**config.mk**
```make
export PLATFORM = sky130hd
export DESIGN_NAME = imem_loader
export DESIGN_NICKNAME = d
export VERILOG_FILES = /design/src/rtl/imem_loader.sv
export SDC_FILE = /design/constraint.sdc
export NUM_CORES = 1
export LEC_CHECK = 0
export CAP_MARGIN = 10
export CORE_UTILIZATION = 29
export DETAILED_ROUTE_END_ITERATION = 8
export PLACE_DENSITY = 0.62
export SKIP_CTS_REPAIR_TIMING = 1
export SYNTH_ARGS = -nofsm -noshare
export SYNTH_HDL_FRONTEND = slang
export SYNTH_SLANG_ARGS = --single-unit
export TNS_END_PERCENT = 100
```
**constraint.sdc**
```tcl
create_clock -name clk -period 1.9 [get_ports clk]
set_clock_uncertainty 0.2 [all_clocks]
set_input_delay 0.57 -clock clk [delete_from_list [all_inputs] [get_ports clk]]
set_output_delay 0.57 -clock clk [all_outputs]
set_load 0.005 [all_outputs]
```
**src/rtl/imem_loader.sv**
```systemverilog
// ---------------------------------------------------------------------------
// imem_loader
//
// Boot-time program loader for a pipeline core. It accepts a stream of 32-bit
// instruction words over a valid/ready handshake and writes each one into the
// core's instruction memory at consecutive word addresses starting at
// BASE_ADDR. While the image is loading, and for HOLD_CYCLES cycles after
// the last write, the core is held in reset. After that the core runs until
// a reload request restarts the whole sequence.
//
// Optional feature (macro IMEM_LOADER_CHECKSUM_EN):
//   When defined, every accepted word is XOR-accumulated. On the final word
//   the accumulated value (including that word) is compared against ld_chk.
//   On a mismatch the loader parks in the FAIL state with load_err = 1 and
//   the core stays in reset until reload. When undefined, ld_chk is ignored,
//   load_err is tied low and FAIL can never be reached.
//
// Parameters:
//   DEPTH       - maximum number of words per load (power of two, 2..4096)
//   BASE_ADDR   - byte address of the first loaded word
//   HOLD_CYCLES - cycles the core reset stays low after the last write (>=1)
//
// Ports:
//   clk         in   1  rising-edge clock
//   reset_n     in   1  asynchronous active-low reset
//   ld_valid    in   1  ld_data holds a program word
//   ld_data     in  32  program word
//   ld_last     in   1  marks the final word of the image
//   ld_ready    out  1  loader accepts a word this cycle
//   reload      in   1  single-cycle request to restart loading
//   ld_chk      in  32  expected XOR checksum, sampled with the last word
//   tb_we       out  1  one-cycle instruction-memory write strobe
//   tb_addr     out 32  instruction-memory byte address
//   tb_inst     out 32  instruction-memory write data
//   cpu_reset_n out  1  active-low reset to the pipeline core
//   word_cnt    out 13  words accepted in the current load
//   load_err    out  1  checksum mismatch flag
// ---------------------------------------------------------------------------
module imem_loader #(
  parameter int unsigned DEPTH       = 256,
  parameter logic [31:0] BASE_ADDR   = 32'h0000_0000,
  parameter int unsigned HOLD_CYCLES = 4
) (
  input  logic        clk,
  input  logic        reset_n,
  input  logic        ld_valid,
  input  logic [31:0] ld_data,
  input  logic        ld_last,
  output logic        ld_ready,
  input  logic        reload,
  input  logic [31:0] ld_chk,
  output logic        tb_we,
  output logic [31:0] tb_addr,
  output logic [31:0] tb_inst,
  output logic        cpu_reset_n,
  output logic [12:0] word_cnt,
  output logic        load_err
);

  localparam int unsigned HW       = $clog2(HOLD_CYCLES + 1);
  localparam logic [12:0] LAST_IDX = 13'(DEPTH - 1);
  localparam logic [12:0] MAX_CNT  = 13'(DEPTH);

  typedef enum logic [1:0] {
    S_LOAD,
    S_HOLD,
    S_RUN,
    S_FAIL
  } state_t;

  state_t        state;
  logic [HW-1:0] hold_cnt;
  logic          xfer;
  logic          final_xfer;
  logic          chk_bad;

  // A word moves only while ld_ready is high, which is only ever in LOAD.
  // The final word is either flagged by the source or forced when the
  // memory window is full, so the counter can never pass DEPTH.
  assign xfer       = ld_valid && ld_ready;
  assign final_xfer = ld_last || (word_cnt == LAST_IDX);

`ifdef IMEM_LOADER_CHECKSUM_EN
  logic [31:0] acc;
  logic        err_q;

  // The comparison folds in the word on the bus so the last word counts
  // without waiting a cycle for the accumulator to catch up.
  assign chk_bad  = ((acc ^ ld_data) != ld_chk);
  assign load_err = err_q;

  // Checksum accumulator and error flag. Cleared whenever a reload starts a
  // fresh image; a LOAD-state reload is ignored just like in the main FSM.
  always_ff @(posedge clk or negedge reset_n) begin
    if (!reset_n) begin
      acc   <= 32'h0;
      err_q <= 1'b0;
    end else if (state == S_LOAD) begin
      if (xfer) begin
        acc <= acc ^ ld_data;
        if (final_xfer && chk_bad) begin
          err_q <= 1'b1;
        end
      end
    end else if (reload) begin
      acc   <= 32'h0;
      err_q <= 1'b0;
    end
  end
`else
  logic unused_chk;

  assign unused_chk = ^ld_chk;
  assign chk_bad    = 1'b0;
  assign load_err   = 1'b0;
`endif

  // Main loader FSM. All outputs are registered here so cpu_reset_n cannot
  // glitch. ld_ready comes out of reset low and rises on the first edge
  // after release. A reload in HOLD/RUN/FAIL reopens the window at once;
  // tb_addr/tb_inst are only touched on a write so they hold otherwise.
  always_ff @(posedge clk or negedge reset_n) begin
    if (!reset_n) begin
      state       <= S_LOAD;
      ld_ready    <= 1'b0;
      tb_we       <= 1'b0;
      tb_addr     <= BASE_ADDR;
      tb_inst     <= 32'h0;
      cpu_reset_n <= 1'b0;
      word_cnt    <= 13'd0;
      hold_cnt    <= '0;
    end else begin
      tb_we <= 1'b0;
      case (state)
        S_LOAD: begin
          ld_ready    <= 1'b1;
          cpu_reset_n <= 1'b0;
          if (xfer) begin
            tb_we   <= 1'b1;
            tb_addr <= BASE_ADDR + {17'd0, word_cnt, 2'b00};
            tb_inst <= ld_data;
            if (word_cnt != MAX_CNT) begin
              word_cnt <= word_cnt + 13'd1;
            end
            if (final_xfer) begin
              ld_ready <= 1'b0;
              if (chk_bad) begin
                state <= S_FAIL;
              end else begin
                state    <= S_HOLD;
                hold_cnt <= HW'(HOLD_CYCLES);
              end
            end
          end
        end

        // The core is released on the edge where the counter hits zero,
        // i.e. HOLD_CYCLES edges after the final write was accepted.
        S_HOLD: begin
          ld_ready    <= 1'b0;
          cpu_reset_n <= 1'b0;
          if (reload) begin
            state    <= S_LOAD;
            ld_ready <= 1'b1;
            word_cnt <= 13'd0;
            hold_cnt <= '0;
          end else if (hold_cnt <= HW'(1)) begin
            state       <= S_RUN;
            cpu_reset_n <= 1'b1;
            hold_cnt    <= '0;
          end else begin
            hold_cnt <= hold_cnt - HW'(1);
          end
        end

        S_RUN: begin
          if (reload) begin
            state       <= S_LOAD;
            ld_ready    <= 1'b1;
            cpu_reset_n <= 1'b0;
            word_cnt    <= 13'd0;
          end else begin
            ld_ready    <= 1'b0;
            cpu_reset_n <= 1'b1;
          end
        end

        S_FAIL: begin
          ld_ready    <= 1'b0;
          cpu_reset_n <= 1'b0;
          if (reload) begin
            state    <= S_LOAD;
            ld_ready <= 1'b1;
            word_cnt <= 13'd0;
          end
        end

        default: begin
          state       <= S_LOAD;
          ld_ready    <= 1'b0;
          cpu_reset_n <= 1'b0;
        end
      endcase
    end
  end

endmodule

```
# Yosys cells after proc, flatten, opt, wreduce, memory -nomap -nowiden
# Cells that the tools add are included.
# Widths: inputs -> output; s select.
op_classes:
  order_cmp: 1
  eq_ne: 11
  n_mux: 25
  reduce_logical: 11
  add_sub_neg: 2
ops:
  columns: ["operator", "count"]
  rows:
  - ["$mux 13", 3]
  - ["$pmux 13 s2", 1]
  - ["$add 13x1->13 const B", 1]
  - ["$eq 13x8->1 const B", 1]
  - ["$ne 13x9->1 const B", 1]
  - ["$mux 3", 4]
  - ["$mux 2", 5]
  - ["$mux 1", 8]
  - ["$ne 2x2->1 const B", 3]
  - ["$pmux 2 s3", 1]
  - ["$pmux 3 s2", 1]
  - ["$reduce_and 3->1", 2]
  - ["$eq 2x2->1 const B", 2]
  - ["$ne 2x1->1 const B", 2]
  - ["$reduce_and 4->1", 1]
  - ["$reduce_or 2->1", 2]
  - ["$le 3x1->1 const B", 1]
  - ["$ne 3x3->1 const B", 1]
  - ["$pmux 1 s3", 1]
  - ["$reduce_or 3->1", 1]
  - ["$sub 3x1->3 const B", 1]
  - ["$eq 2x1->1 const B", 1]
  - ["$logic_not 2->1", 1]
  - ["$pmux 1 s2", 1]
  - ["4 further kinds", 4]
totals:
  out_inout_bits: 81
  wordCells: 58
  reg_bits: 66
  in_bits: 69

# Longest topological paths before layout
# Gate-level depths: netlist (run 1).
logic_depth:
  depth_word: 5
  mapped_depth: 8
  ltp_nobuf: 6

# Worst setup path after synthesis (run 1)
# Ideal clock, no wire load.
synth_path:
  path_type: "flip-flop to flip-flop"
  from: "reg word_cnt[0]"
  to: "reg word_cnt[3]"
  n_path_buf: 1
  setup_slack_ps: -78
  t_arrival_ps: 1701
  stages_incl_launch_ff: 8
  path_cell_list: "dfrtp_1 > inv_1 > ha_1 > nor4bb_1 > and4_4 > buf_6 > or4_1 > a21oi_1"
synth_between:
  elab_chain_len: 4
  elab_cells_between_ends: 7
  cone_classes: "add/sub: 1; eq/ne: 2; mux: 3; reduce/logical: 1"
synth_lines:
  columns: ["item", "line", "source"]
  rows:
  - ["start: declaration", "56", "output logic [12:0] word_cnt,"]
  - ["start signal: assignment", "143", "word_cnt <= word_cnt + 13'd1;"]
  - ["$add 13x1->13", "143", null]
  - ["$mux 13", "142", "if (word_cnt != MAX_CNT) begin"]
  - ["$mux 13", "138", "if (xfer) begin"]
  - ["$pmux 13 s2", "134", "case (state)"]
# Several ways; a longest one is shown, not always the timed one. The select of a mux whose other input is x is not followed.
# A chain may end at the register's enable or synchronous reset.

# Worst setup path after layout (run 1)
layout_path:
  from: "reg word_cnt[0]"
  to: "reg word_cnt[4]"
# Same word-level chain as after synthesis.

==> results of run 1 <==
## cell families (layout without fill, tap and decap cells)
group | after synthesis | count (layout) | share of synthesized area, %
AO/OA/AOI/OAI | 41 | 41 | 9.325
adder cells (fa/ha/maj) | 4 | 4 | 1.629
buffers and inverters | 45 | 180 | 8.958
flip-flops | 66 | 66 | 53.75
other | 1 | 20 | 0.1220
AND/OR/NAND/NOR | 181 | 182 | 26.22
## cell type report
type | instances | area share (%)
Sequential cell | 66 | 32.94
Timing Repair Buffer | 157 | 31.95
Multi-Input combinational cell | 247 | 26.68
Tap cell | 136 | 3.379
Clock buffer | 10 | 2.733
Clock inverter | 6 | 1.789
Inverter | 7 | 0.5217
## placed cells by master (no fill, tap or decap), types with 5 or more instances in the layout
cell               n
nand2_1          134
o21ai_1            5
nor2_1             6
buf_4             51
clkbuf_8          10
dfrtp_2            6
clkdlybuf4s50_1   33
dfrtp_1           60
a21oi_1            6
conb_1            20
dlymetal6s2s_1    62
buf_6              8
nand4_1            7
## per-layer routing
layer	wire (um)	GRT usage (%)	share of wire [%]
met1	3795	18.64	46
met5	0	0	0
met4	42	4.024	0.51
met3	376	3.805	4.6
met2	3958	23.56	48
## report_power, final
| part | switching (mW) | internal (mW) | leakage, nW |
|---|---|---|---|
| Clock | 0.547 | 0.777 | 0.112 |
| Combinational | 1.23 | 1.43 | 2.24 |
| Sequential | 0.269 | 1.87 | 0.845 |
| Total | 2.04 | 4.08 | 3.19 |
## per-stage QoR
step                      setup slack (ns)  std cells  util [%]
after floorplan                   -0.01875        357         -
after CTS                          -0.3646        602     44.05
after global placement             -0.3515        586     41.83
after global routing               -0.1358        629     49.00
after detailed placement           -0.3614        586     41.83
final                             -0.06024        629     49.00
## how the worst min path moves through the flow
stage | slack (ns) | from | cells after the start | endpoint
finish | 0.04 | reset_n | 2 | tb_inst[12]
global route | 0.06 | reset_n | 2 | tb_inst[8]
detailed placement | 0.26 | tb_inst[30] | 2 | tb_inst[30]
floorplan | 0.07 | reset_n | 0 | cpu_reset_n
global placement | 0.26 | tb_addr[9] | 2 | tb_addr[9]
CTS | 0.04 | reset_n | 2 | tb_inst[12]
## registers in the layout, summed over array words and instances (netlist names)
name	cells
tb_we	1
ld_ready	1
hold_cnt	3
cpu_reset_n	1
tb_inst	32
word_cnt	13
tb_addr	13
state	2
## worst max-delay path, delay by kind of cell (launching register included)
kind | cells | cell delay, ns
DFF | 1 | 0.40
AOI/OAI and AO/OA | 2 | 0.21
adders and majority gates | 1 | 0.13
and+or+nand+nor | 2 | 0.73
buffers and inverters | 2 | 0.22
## synthesized netlist by cell type, types with 5 or more instances
library cell	number
nand3_1	5
buf_4	23
inv_1	6
nand2_1	135
dfrtp_1	66
o21ai_0	5
clkbuf_1	8
or4_1	5
nand4_1	7
nor2_1	7
o31ai_1	5
a21oi_1	7
==> flow_summary.json, run 1 <==
{
  "outcome": "finished, violations left",
  "violations": "negative setup slack",
  "vdd_ir_drop_max_mv": 0.5199,
  "critical_path_required_ns": 1.96,
  "vias_per_cell": 4.474,
  "ys.flop_type": "dfrtp_1",
  "multi_input_area_mm2": 0.001344,
  "powerDensity_mw_per_mm2": 1215,
  "grt_max_degree": 67,
  "arrival_ns": 2.02,
  "async_flop_share_pct": 100.0,
  "yosysWarnings": 0,
  "fin_crit_ns": 1.960,
  "crit_slowest_cell": "dfrtp_1",
  "synth_area_mm2": 0.003073,
  "r2r-start": "word_cnt[0]",
  "grt_util_all_layers_pct": 14.36,
  "slew_viol_final": 0,
  "path_cells": "inv_2, ha_4, nor4bb_4, and4_4, buf_6, o31ai_1, a21oi_1",
  "drc_errors": 0,
  "ys_seq_area_share_pct": 53.75,
  "portBuffers": 97,
  "initial_core_util_pct": 29.90,
  "power.leakage_nw": 3.194,
  "synth_area_leaders": "dfrtp_1, nand2_1, buf_4, ha_1, nand4_1",
  "place_area_mm2": 0.004299,
  "htree_levels": 3,
  "ctsRootBufferMaster": "clkbuf_8",
  "p_total_mw": 6.121,
  "synth_largest_area_cell": "dfrtp_1",
  "cts_num_sinks": 66,
  "vias": 2814,
  "nets": 561,
  "path_class": "flop to flop",
  "worst_setup_path_start_kind": "flop",
  "finalSetupViolations": 9,
  "cp_max_fo": 6,
  "dieArea_mm2": 0.01101,
  "r2r_end": "word_cnt[4]",
  "end_kind": "flop",
  "rsz0062_at_grt": "true",
  "overflow": 0,
  "holdWs_ns": 0.03713,
  "grt_pass1_vias": 2583,
  "yosysUniqueCellTypes": 47,
  "dpl.hpwl_um": 5278,
  "fp.dieW_um": 104.9,
  "synth_edf_count": 0,
  "final.setup.tns_ns": -0.3235,
  "gp_congestion": 0.7841,
  "fmax_ghz": 0.5101,
  "synth_top_area_share_pct": 53.75,
  "firstDrtPassIters": 4,
  "hold_viol": 0,
  "antenna_left": 0,
  "rr_worst_depth": 7,
  "wl_per_cell_um": 12.99,
  "grt_pass1_wl_um": 12580,
  "reg2reg_slack_ns": -0.06,
  "drtIter0Drc": 136,
  "insertion_delay_ns": 0.34,
  "diodes": 0,
  "finalWirelength_um": 8173,
  "worst_path_largest_cell_delay_ns": 0.40,
  "syn_inst": 338,
  "ios": 150,
  "timing.final.ws_setup_ns": -0.06024,
  "crit_path_start": "word_cnt[0]",
  "hold_path.class": "primary input to asynchronous set/reset pin",
  "endpoint": "word_cnt[4]",
  "clkTransAtPathRegs_ns": 0.08,
  "antenna_found_initial": 0,
  "clockBufferDepth": 2,
  "cts_tree": "yes",
  "rows": 37,
  "cts_buffers": 9,
  "drv_cap": 0,
  "period_share_pct": 103.2,
  "ys_seq_elements": 66,
  "final.fill_count": 953,
  "drive_gt1_share_pct": 22.31,
  "fin_area_mm2": 0.005036,
  "area_growth_pct": 63.88,
  "core_area_mm2": 0.01028,
  "regArea_mm2": 0.001659,
  "syn_avg_cell_area_um2": 9.092,
  "die_h_um": 104.9
}
Note: power is estimated with default switching activity, not from simulation.
==> run 2: changes to the inputs <==
--- a/config.mk
+++ b/config.mk
@@ -8,7 +8,7 @@
 export CAP_MARGIN = 10
 export CORE_UTILIZATION = 29
 export DETAILED_ROUTE_END_ITERATION = 8
-export PLACE_DENSITY = 0.62
+export PLACE_DENSITY = 0.6
 export SKIP_CTS_REPAIR_TIMING = 1
 export SYNTH_ARGS = -nofsm -noshare
 export SYNTH_HDL_FRONTEND = slang
==> constraint.sdc (replaced) <==
create_clock -name clk -period 2.4 [get_ports clk]
set_clock_uncertainty 0.2 [all_clocks]
set_input_delay 0.72 -clock clk [delete_from_list [all_inputs] [get_ports clk]]
set_output_delay 0.72 -clock clk [all_outputs]
set_load 0.005 [all_outputs]
==> run 2 against run 1 <==
  * The flow now finishes without violations
  * Total power shrank 23%
  * Hold slack gained 0.15 ns
  * Flip-flop and latch count is the same
  * Design area shrank 13%
  * Sequential share of layout area grew 4.8 points
==> flow_summary.json, run 2 (synthesis results as in run 1) <==
{
  "wl_per_cell_um": 12.79,
  "drive_gt1_share_pct": 8.333,
  "layout_common_cells": "nand2_1, clkdlybuf4s50_1, dfrtp_1",
  "place_worst_setup_slack_ns": -0.08485,
  "area_growth_pct": 42.67,
  "final.fill_count": 1031,
  "htree_levels": 3,
  "cts_num_sinks": 66,
  "layout.cells.non_filler": 580,
  "firstDrtPassIters": 4,
  "period_share_pct": 96.43,
  "antenna_found_initial": 0,
  "cp_top_family": "buffers and inverters",
  "grtUsageMet2_pct": 23.18,
  "portBuffers": 97,
  "overflow": 0,
  "grt_pass1_wl_um": 12340,
  "grt_max_degree": 67,
  "fp.dieW_um": 104.9,
  "p_total_mw": 4.708,
  "core_area_mm2": 0.01028,
  "largest_register_ffs": 32,
  "reg2reg_slack_ns": 0.30,
  "timing.final.ws_setup_ns": 0.08557,
  "r2r_end": "state[0]",
  "dpl.hpwl_um": 5079,
  "path_class": "flop to primary output",
  "dieArea_mm2": 0.01101,
  "grtUsageMet1_pct": 18.01,
  "critical_path_required_ns": 1.48,
  "dp.cells": 563,
  "biggestRegsByFlops": "tb_inst: 32 flops, tb_addr: 13 flops, word_cnt: 13 flops",
  "path_cells": "clkdlybuf4s50_1",
  "clockBufferDepth": 2,
  "drv_cap": 0,
  "final.setup.tns_ns": 0,
  "diodes": 0,
  "vdd_ir_drop_max_mv": 0.4298,
  "grt_pass1_vias": 2543,
  "finalWirelength_um": 7418,
  "arrival_ns": 1.39,
  "use_met3_pct": 4.180,
  "rsz0062_at_grt": "false",
  "final_common_cell": "nand2_1",
  "cts_tree": "yes",
  "r2r-start": "word_cnt[0]",
  "crit_slowest_cell": "clkdlybuf4s50_1",
  "regArea_mm2": 0.001653,
  "nets": 512,
  "insertion_delay_ns": 0.35,
  "hold_viol": 0,
  "busiest_layer": "met2",
  "outcome": "finished clean",
  "regMostFlops": "tb_inst",
  "worst_setup_path_start_kind": "flop",
  "cts_buffers": 9,
  "vias_per_cell": 4.519,
  "fin_crit_ns": 2.314,
  "powerDensity_mw_per_mm2": 1074,
  "power.leakage_nw": 2.050,
  "fmax_ghz": 0.4321,
  "rr_worst_depth": 5,
  "die_h_um": 104.9,
  "gp_congestion": 0.8128,
  "crit_buf_inv": 1,
  "vias": 2621,
  "end_kind": "primary output",
  "hold_path.class": "primary input to asynchronous set/reset pin",
  "antenna_left": 0,
  "ctsRootBufferMaster": "clkbuf_8",
  "finalSetupViolations": 0,
  "holdWs_ns": 0.1865,
  "grt_util_all_layers_pct": 14.17,
  "slew_viol_final": 0,
  "drtIter0Drc": 160,
  "worst_path_largest_cell_delay_ns": 0.56,
  "clkTransAtPathRegs_ns": 0.09,
  "ios": 150,
  "rows": 37,
  "drc_errors": 0,
  "cp_max_fo": 8,
  "multi_input_area_mm2": 0.001217,
  "initial_core_util_pct": 29.90
}
-- run 2: layout make-up --
| type | instances | area share [%] |
|---|---|---|
| tap | 136 | 3.881 |
| sequential | 66 | 37.70 |
| timing repair buffer | 109 | 24.37 |
| clock inverter | 7 | 2.854 |
| multi-input combinational | 246 | 27.77 |
| inverter | 7 | 0.5993 |
| clock buffer | 9 | 2.825 |
-- run 2: how the worst max path moves through the flow --
| stage | endpoint | slack [ns] | startpoint | cells past startpoint |
|---|---|---|---|---|
| after detailed placement | word_cnt[10] | -0.08 | ld_valid | 6 |
| after global routing | word_cnt[6] | 0.01 | word_cnt[6] | 1 |
| after global placement | word_cnt[10] | -0.03 | ld_valid | 6 |
| after CTS | word_cnt[6] | 0.06 | word_cnt[6] | 1 |
| final | word_cnt[6] | 0.09 | word_cnt[6] | 1 |
| after floorplan | word_cnt[2] | 0.37 | reload | 7 |
-- run 2: power breakdown --
| group | internal [mW] | leakage (nW) | switching, mW |
|---|---|---|---|
| Sequential | 1.48 | 0.853 | 0.259 |
| Combinational | 0.963 | 1.07 | 0.833 |
| Clock | 0.699 | 0.124 | 0.472 |
| Total | 3.14 | 2.05 | 1.56 |
-- run 2: layer usage --
layer	up-vias	wire length (um)
met5	-	0
met4	0	44
met3	6	392
met2	84	3515
met1	1238	3466
li1	1293	-
-- run 2: through the flow --
stage	instance area, um2	util, %
final	4384	42.66
after global routing	4384	42.66
after CTS	4375	42.57
after global placement	4126	40.15
after floorplan	3144	-
after detailed placement	4126	40.15
==> run 3: changes to the inputs <==
--- a/config.mk
+++ b/config.mk
@@ -6,6 +6,7 @@
 export NUM_CORES = 1
 export LEC_CHECK = 0
 export CAP_MARGIN = 10
+export CORE_MARGIN = 2
 export CORE_UTILIZATION = 29
 export DETAILED_ROUTE_END_ITERATION = 8
 export PLACE_DENSITY = 0.6
==> run 3 against run 2 <==
  * Clock-buffer cell count up 3
  * Design area up 0.63%
  * Hold slack better by 0.0073 ns
  * Die area up 3.8%
  * Critical endpoint unchanged
  * Largest power group unchanged
==> flow_summary.json, run 3 (synthesis results as in run 1) <==
{
  "area_growth_pct": 43.57,
  "clockBufferDepth": 2,
  "path_cells": "clkdlybuf4s50_1",
  "rows": 37,
  "worst_path_largest_cell_delay_ns": 0.57,
  "rsz0062_at_grt": "false",
  "power.leakage_nw": 2.066,
  "fmax_ghz": 0.4275,
  "dp.cells": 563,
  "period_share_pct": 97.46,
  "final_common_cell": "nand2_1",
  "powerDensity_mw_per_mm2": 1097,
  "drv_cap": 0,
  "ios": 150,
  "layout_common_cells": "nand2_1, clkdlybuf4s50_1, dfrtp_1",
  "fin_area_mm2": 0.004412,
  "p_total_mw": 4.838,
  "portBuffers": 97,
  "vdd_ir_drop_max_mv": 0.3089,
  "antenna_left": 0,
  "fp.dieW_um": 106.9,
  "cp_top_family": "buffers and inverters",
  "firstDrtPassIters": 4,
  "grt_util_all_layers_pct": 13.84,
  "die_h_um": 106.9,
  "fin_crit_ns": 2.339,
  "regMostFlops": "tb_inst",
  "insertion_delay_ns": 0.35,
  "htree_levels": 3,
  "outcome": "finished clean",
  "cts_tree": "yes",
  "drtIter0Drc": 193,
  "dieArea_mm2": 0.01144,
  "finalWirelength_um": 7607,
  "clkTransAtPathRegs_ns": 0.07,
  "worst_setup_path_start_kind": "flop",
  "drive_gt1_share_pct": 7.901,
  "antenna_found_initial": 0,
  "hold_viol": 0,
  "cp_max_fo": 8,
  "regArea_mm2": 0.001652,
  "final.fill_count": 1003,
  "vias_per_cell": 4.551,
  "multi_input_area_mm2": 0.001217,
  "hold_path.class": "primary input to asynchronous set/reset pin",
  "vias": 2635,
  "critical_path_required_ns": 1.48,
  "arrival_ns": 1.42,
  "overflow": 0,
  "crit_buf_inv": 1,
  "biggestRegsByFlops": "tb_inst: 32 flops, tb_addr: 13 flops, word_cnt: 13 flops",
  "ctsRootBufferMaster": "clkbuf_8",
  "nets": 511,
  "gp_congestion": 0.8108,
  "grt_pass1_wl_um": 12560,
  "dpl.hpwl_um": 5269,
  "core_area_mm2": 0.01032,
  "place_area_mm2": 0.004126,
  "end_kind": "primary output",
  "layout.cells.non_filler": 579,
  "grt_pass1_vias": 2585,
  "crit_slowest_cell": "clkdlybuf4s50_1",
  "wl_per_cell_um": 13.14,
  "slew_viol_final": 0,
  "drc_errors": 0,
  "finalSetupViolations": 0,
  "path_class": "flop to primary output",
  "largest_register_ffs": 32,
  "cts_num_sinks": 66,
  "diodes": 0,
  "grt_max_degree": 67,
  "cts_buffers": 9,
  "initial_core_util_pct": 29.77
}
-- run 3: changes by cell type in the layout (fill, tap and decap cells not counted) --
cell,before,now
clkbuf_8,9,12
clkinv_4,3,0
buf_4,11,10
bufinv_16,3,4
dfrtp_1,65,66
dfrtp_2,1,0
inv_6,1,0
-- run 3: metal layers --
layer	vias to the layer above	wire length [um]	global-route usage, %
met3	4	483	4.377
li1	1296	-	-
met1	1242	3598	18.63
met2	93	3473	21.34
met5	-	0	0
met4	0	51	4.174
-- run 3: area by class of cell --
class | instances | area share (%)
well taps | 136 | 3.857
multi-input cells | 246 | 27.60
clock inverters | 4 | 2.723
flip-flops and latches | 66 | 37.44
inverters | 7 | 0.5956
clock buffers | 12 | 3.744
repair buffers | 108 | 24.05
-- run 3: path summary, 6_finish.rpt --
path | from | cells past startpoint | endpoint | slack, ns
max in group asynchronous | reset_n | 2 | tb_inst[17] | 1.52
setup reg to reg | word_cnt[0] | 6 | word_cnt[2] | 0.20
setup / recovery | word_cnt[6] | 1 | word_cnt[6] | 0.06
hold reg to reg | tb_inst[14] | 2 | tb_inst[14] | 0.27
hold / removal | reset_n | 2 | hold_cnt[1] | 0.19
min in group clk | tb_inst[14] | 2 | tb_inst[14] | 0.27
-- run 3: through the flow --
step                util, %  hold slack [ns]  setup TNS [ns]  worst slack, ns
global route          42.73           0.2034               0          0.01610
detailed placement    39.97           0.2624        -0.02673         -0.02449
global placement      39.97           0.2581       -0.008346        -0.008346
finish                42.73           0.1938               0          0.06088
CTS                   42.73           0.1961               0          0.04084
floorplan                 -           0.2244               0           0.3664
-- run 3: where the power goes --
group	switching, mW	leakage (nW)	internal, mW	total (mW)
sequential	0.264	0.855	1.48	1.74
combinational	0.822	1.07	0.961	1.78
clock	0.429	0.143	0.881	1.31
total	1.51	2.07	3.32	4.84
